<file path="src/rtl/snake_tick_gen.sv">
// rtl/snake_tick_gen.sv - game-tick divider with stepwise speed-up and wrapping tick counter
module snake_tick_gen #(
    parameter int CNT_W       = 28,
    parameter int BASE_PERIOD = 50_000_000,
    parameter int MIN_PERIOD  = 5_000_000,
    parameter int STEP        = 2_500_000,
    parameter int TICK_CNT_W  = 8
) (
    input  logic                  clk,
    input  logic                  clear,
    input  logic                  enable,
    input  logic                  speed_up,
    output logic                  tick,
    output logic [CNT_W-1:0]      period,
    output logic [TICK_CNT_W-1:0] tick_count,
    output logic                  at_max_speed
);

    localparam logic [CNT_W-1:0] BASE_P  = CNT_W'(BASE_PERIOD);
    localparam logic [CNT_W-1:0] MIN_P   = CNT_W'(MIN_PERIOD);
    localparam logic [CNT_W:0]   MIN_EXT = (CNT_W+1)'(MIN_PERIOD);
    localparam logic [CNT_W:0]   STEP_EXT = (CNT_W+1)'(STEP);

    logic [CNT_W-1:0] count;
    logic [CNT_W:0]   period_ext;
    logic [CNT_W:0]   period_dec;
    logic [CNT_W-1:0] period_next;

    // Extra bit keeps MIN+STEP from overflowing and period-STEP from wrapping.
    always_comb begin
        period_ext  = {1'b0, period};
        period_dec  = period_ext - STEP_EXT;
        period_next = period;
        if (speed_up) begin
            if (period_ext >= (MIN_EXT + STEP_EXT)) begin
                period_next = period_dec[CNT_W-1:0];
            end else begin
                period_next = MIN_P;
            end
        end
    end

    always_ff @(posedge clk) begin
        if (clear) begin
            count      <= '0;
            period     <= BASE_P;
            tick       <= 1'b0;
            tick_count <= '0;
        end else begin
            period <= period_next;
            if (enable) begin
                if (count == '0) begin
                    // Reload samples the pre-speed-up period; a new period waits for the next reload.
                    count      <= period - CNT_W'(1);
                    tick       <= 1'b1;
                    tick_count <= tick_count + TICK_CNT_W'(1);
                end else begin
                    count <= count - CNT_W'(1);
                    tick  <= 1'b0;
                end
            end else begin
                tick <= 1'b0;
            end
        end
    end

    assign at_max_speed = (period == MIN_P);

endmodule

</file>
<file path="config.mk">
export PLATFORM = sky130hd
export DESIGN_NAME = snake_tick_gen
export DESIGN_NICKNAME = d
export VERILOG_FILES = /design/src/rtl/snake_tick_gen.sv
export SDC_FILE = /design/constraint.sdc
export NUM_CORES = 1
export LEC_CHECK = 0
export ABC_AREA = 0
export BUFFER_PORTS_ARGS = -buffer_cell sky130_fd_sc_hd__buf_4
export CAP_MARGIN = 25
export CORE_UTILIZATION = 53
export DETAILED_ROUTE_END_ITERATION = 10
export PLACE_DENSITY = 0.86
export RECOVER_POWER = 50
export SLEW_MARGIN = 20
export SYNTH_ARGS = -nofsm -noshare
export SYNTH_HDL_FRONTEND = slang
export SYNTH_SLANG_ARGS = --single-unit
</file>
<file path="constraint.sdc">
create_clock -name clk -period 2.3 [get_ports clk]
set_input_delay 0.345 -clock clk [delete_from_list [all_inputs] [get_ports clk]]
set_output_delay 0.345 -clock clk [all_outputs]
set_load 0.01 [all_outputs]
</file>
==> metrics.txt, run 1 <==
status=complete, but fails checks; failing checks=setup timing; DP Area=0.004695 sq mm; H-Tree Depth=3; final core occ=75.54%; Clock Latency Late Sink=0.36 ns; placed cells=662; worst-path maximum fanout=7; hold_buf cts=0; Slew Viols, Final=0; Remaining DRCs=0; Syn Area/Cell=7.862 sq um; CTS tree=built; PortBufs=36; share of power burned in combinational logic=69.4%; Relative slew margins=56.70%; Leakage=0.002063 uW; Netlist cell types=60; Initial DRT Pass Iterations=6; global-route wire length before repair=20.44 mm; DRT antenna net count=0; Num CTS Buffers=9; hold depth=3; commonest non-fill, non-tap cells in the layout=buf_4 (104), dfxtp_1 (57), nor2_1 (54); Initial Utilization=55.08%; vias in the first global route=4284; DR WL/cell=19.91 um; asr flop ratio synth=0%; CTS max path bufs=2; Final Cycle Share=113.2%; Clk pwr share=12.4%; IO Pins=42; CP Cell Sequence=nor4_4 > nand4_2 > buf_6 > buf_6 > buf_8 > nor2_4 > buf_4 > clkbuf_16 > a211oi_1 > nor4_1 > nor3_1; aggregate global-route resource usage=35.21%; global route overflow=0; Final Skew=0.01032 ns; commonest non-fill, non-tap cell in the layout=buf_4; sum of negative setup slack=-2.021 ns; Final Instance Area=0.005132 sq mm; Worst Path Required=2.50 ns; synthesized flop and latch total=60; Layout Cells excl Fill=699; total wire length=13.92 mm; Die W=86.03 um; synthesized area=0.003742 sq mm; Net Sw Power=3463 uW; DPL Wire Length=8.282 mm; CTS root buf=clkbuf_8; crit end category=flop; Max-cap violations=0; final hold vios=0; drt via density=6.518; antenna violations before repair=0; pwr dens=1544 mW/mm^2; Tmin final=2.602 ns; Final setup viols=20; fin worst setup slack=-0.3025 ns; FF-to-FF End=count[14]; Seq pwr share=18.3%; CTS sink cnt=60; Arrival @ worst endpoint=2.80 ns; Hold Crit Class=in -> reg; Synth area leaders=dfxtp_1 (32%), nor2_1 (5.6%), a21oi_1 (4.1%), xnor2_1 (4.0%), nand2_1 (3.4%); Detailed Route Iter0 Violations=628; n_diodes=0; Area growth syn-to-layout=37.14%; YS warnings=0; Reg2Reg Setup Slack=-0.30 ns; Worst Reg-to-Reg Cells=11; RSZ-0062 raised after global routing=true; Switching Share=43.70%; Post-synth EDFFs=0; Fill cells=468; via count=4556; Worst Path Class, Setup=reg -> reg; VDD IR max=0.9275 mV; sequential share of the synthesized area=32.10%; layout cells sized above 1=29.35%; gate count of the mapped netlist=476; Int Power=4461 uW; die area=0.007401 sq mm; reg-to-reg startpoint=count[15]; clk slew on worst S/H paths=0.07 ns; Cell Rows=30; fin nets=606; hold path endpoint=period[5]; most used cell, CP=buf_6; CP Launch Type=flop; ys flop type=dfxtp_1; Max Clock Freq=0.3843 GHz; largest net degree at the start of global routing=57; Core ar.=0.006794 sq mm; Synth area leader=dfxtp_1; Max stage delay on crit path=0.40 ns; HP Start=speed_up; Critical-path top delay cell=nor4_1; total power draw=7924 uW; GP Congestion=0.9817; Slew @ Worst Pin=0.6496 ns; Die Y-Extent=86.03 um; post-synth top area share=32.10%
-- metrics by stage --
| stage | hold slack [ns] | setup WS, ns |
|---|---|---|
| 3_3_place_gp | 0.4823 | -0.07093 |
| 5_1_grt | 0.4040 | -0.4392 |
| 2_1_floorplan | 0.4783 | -0.1881 |
| 4_1_cts | 0.3670 | -0.1822 |
| 6_report | 0.3832 | -0.3025 |
| 3_5_place_dp | 0.5090 | -0.2019 |
-- layout make-up --
type                       instances  area (sq um)  area share, %
timing repair buffer             145          1021          19.89
clock buffer                      10         137.6          2.682
tap                               96         120.1          2.340
sequential                        60          1205          23.48
inverter                          11         41.29         0.8045
clock inverter                     5         52.55          1.024
multi-input combinational        372          2555          49.78
-- timing repair --
item / CTS / global route
gates resized for setup: 13 / 34
hold endpoints to repair: 0 / 0
setup buffers: 4 / 17
pin swaps: 3 / 16
setup endpoints to repair: 12 / 32
gates cloned: 1 / 1
-- state kept, by name (all words and copies together) (netlist names) --
register,count
count,28
period,23
tick,1
tick_count,8
-- worst max-delay path, delay by kind of cell (launching register included) --
kind | cells | cell delay [ns]
AOI/OAI and AO/OA | 1 | 0.10
buffers and inverters | 5 | 0.74
DFF | 1 | 0.33
and+or+nand+nor | 5 | 1.27
-- power by group through the flow --
stage          Combinational (uW)  Clock [uW]  Sequential [uW]
2_1_floorplan                2180           0             1500
3_3_place_gp                 3770           0             1430
3_5_place_dp                 3890           0             1450
4_1_cts                      4320         966             1440
5_1_grt                      5750        1030             1460
6_report                     5500         981             1450
-- cell usage after synthesis, drive strengths merged, types with 4 or more instances --
master    n
a2111oi   5
a211oi   15
a21o     10
a21oi    31
a31oi    12
buf       9
clkbuf   28
dfxtp    60
inv      11
mux2i     9
nand2    34
nand2b    5
nand3    14
nand3b    6
nand4    18
nor2     56
nor3     19
nor4     13
o211ai    4
o21ai    22
o21bai    5
o31ai     4
or2       7
or3       7
xnor2    17
xor2     13
-- how the worst max path moves through the flow --
stage,start,end,slack [ns],cells after the start
6_report,count[15],count[14],-0.30,11
5_1_grt,count[11],count[27],-0.44,7
4_1_cts,period[19],count[27],-0.18,7
3_5_place_dp,period[19],count[27],-0.20,7
3_3_place_gp,period[19],count[27],-0.07,7
2_1_floorplan,period[19],count[27],-0.19,8
-- per-layer routing --
| layer | GRT usage [%] | vias up | wire length, um |
|---|---|---|---|
| met5 | 0 | - | 0 |
| met4 | 22.42 | 0 | 903 |
| met3 | 7.988 | 106 | 1223 |
| met2 | 58.80 | 342 | 6605 |
| met1 | 40.57 | 2131 | 5183 |
| li1 | - | 1977 | - |
-- logic make-up (layout without fill, tap and decap cells) --
kind of cell             count (synthesis)  after routing  share of synthesized area, %
XOR/XNOR                                30             30                         7.021
buffers and inverters                   48            171                         5.416
AND/OR/NAND/NOR                        201            201                         29.89
flip-flops                              60             60                         32.10
other                                    1              5                        0.1002
adder cells (fa/ha/maj)                  3              3                         1.003
AO/OA/AOI/OAI                          124            124                         22.07
multiplexers                             9              9                         2.407
(Power assumes the default switching activity.)
==> inputs of run 2 (changes only) <==
CORE_ASPECT_RATIO = 0.7   (was unset)
CTS_CLUSTER_SIZE = 30   (was unset)
==> metrics.txt, run 2 (synthesized netlist as in run 1, its figures left out) <==
status=complete, but fails checks; failing checks=setup timing; Die W=102.4 um; fin worst setup slack=-0.1490 ns; Area growth syn-to-layout=37.18%; IO Pins=42; CP Launch Type=flop; commonest non-fill, non-tap cells in the layout=buf_4 (132), nor2_1 (54), dfxtp_1 (54); die area=0.007407 sq mm; Relative slew margins=60.98%; Fill cells=465; total wire length=12.94 mm; crit end category=flop; layout cells sized above 1=33.50%; Max stage delay on crit path=0.51 ns; Cell Rows=25; CTS sink cnt=60; Initial DRT Pass Iterations=5; Slew @ Worst Pin=0.5838 ns; Tmin final=2.449 ns; placed cells=666; CP Cell Sequence=or2_1 > or4_4 > or4_4 > a2111oi_4 > nand3_1 > mux2i_1 > a31oi_1; Initial Utilization=55.13%; Hold Crit Class=in -> reg; CTS tree=built; Final Cycle Share=106.5%; Leakage=0.002120 uW; biggest regs=count x28, period x23, tick_count x8; Critical-path top delay cell=or4_4; RSZ-0062 raised after global routing=true; Arrival @ worst endpoint=2.67 ns; Remaining DRCs=0; Clock Latency Late Sink=0.36 ns; DPL Wire Length=8.471 mm; most used cell, CP=or4_4; Worst Path Buf+Inv=0; Final Instance Area=0.005134 sq mm; Largest register FFs=28; CTS max path bufs=2; Biggest register=count; pwr dens=1408 mW/mm^2; Core ar.=0.006788 sq mm; DP Area=0.004737 sq mm; Worst Path Required=2.52 ns; Num CTS Buffers=9; final hold slack=0.3893 ns; VDD IR max=0.8119 mV; fin nets=596; worst-path maximum fanout=3; global route overflow=0; Worst Reg-to-Reg Cells=7; antenna violations before repair=0; Worst Path Class, Setup=reg -> reg; Detailed Route Iter0 Violations=648; H-Tree Depth=3; CTS root buf=clkbuf_8; PortBufs=36; Layout Cells excl Fill=688; Die Y-Extent=72.31 um; commonest non-fill, non-tap cell in the layout=buf_4; GP Congestion=0.9489; Max-cap violations=0; critical path depth in cells=7; DR WL/cell=18.80 um; hold depth=3; delay-heaviest family, CP=simple AND/OR/NAND/NOR gates; drt via density=6.340; global-route wire length before repair=19.95 mm; Final Skew=0.01050 ns; Max Clock Freq=0.4083 GHz; clk slew on worst S/H paths=0.08 ns; aggregate global-route resource usage=35.37%; final hold vios=0; Final setup viols=12; via count=4362; Place WS=-0.1086 ns; DRT antenna net count=0; n_diodes=0; Slew Viols, Final=0; sum of negative setup slack=-1.150 ns; vias in the first global route=4124; largest net degree at the start of global routing=42
## run 2: cell count changes in the layout (fill, tap and decap cells not counted), sizes merged
| cell | before | now |
|---|---|---|
| clkinv | 3 | 2 |
| clkinvlp | 1 | 2 |
| buf | 111 | 135 |
| clkbuf | 44 | 9 |
| bufinv | 1 | 3 |
## run 2: worst paths after layout
kind                                       to  slack (ns)          start
worst max register to register      count[27]       -0.15     period[19]
worst min-delay path                period[5]        0.39       speed_up
worst max-delay path                count[27]       -0.15     period[19]
worst min register to register  tick_count[6]        0.50  tick_count[6]
## run 2: final cells by class
| type | count | area, sq um | share of cell area [%] |
|---|---|---|---|
| Clock inverter | 7 | 115.1 | 2.242 |
| Timing Repair Buffer | 135 | 1033 | 20.13 |
| Multi-Input combinational cell | 372 | 2494 | 48.57 |
| Sequential cell | 60 | 1209 | 23.54 |
| Inverter | 11 | 41.29 | 0.8043 |
| Clock buffer | 9 | 123.9 | 2.413 |
| Tap cell | 94 | 117.6 | 2.291 |
## run 2: where the power goes
| group | switching, uW | internal, uW | total [uW] |
|---|---|---|---|
| Clock | 473 | 715 | 1190 |
| Sequential | 209 | 1250 | 1460 |
| Combinational | 2400 | 2180 | 4590 |
## run 2: tightest hold or removal path: cells and delay by family
family	cells	cell delay (ns)
xor gates and xnor gates	1	0.09
buffers and inverters	1	0.20
and+or+nand+nor	1	0.08
## run 2: per-stage QoR
stage                     total power (uW)  util (%)
after floorplan                       3678         -
after global placement                5253     69.79
after detailed placement              5432     69.79
after CTS                             6918     74.62
after global routing                  7572     75.63
final                                 7230     75.63
## run 2: layer usage
metal	global-route usage (%)	wire [um]
met1	44.02	4963
met2	56.74	6058
met3	9.345	1397
met4	17.62	517
met5	0	0
## run 2: what timing repair did
item / CTS / global route
pin swaps: 4 / 3
setup buffers: 2 / 4
hold endpoints to repair: 0 / 0
hold buffers: 0 / 0
resized for setup: 20 / 14
gates cloned: 0 / 0
setup endpoints to repair: 23 / 28
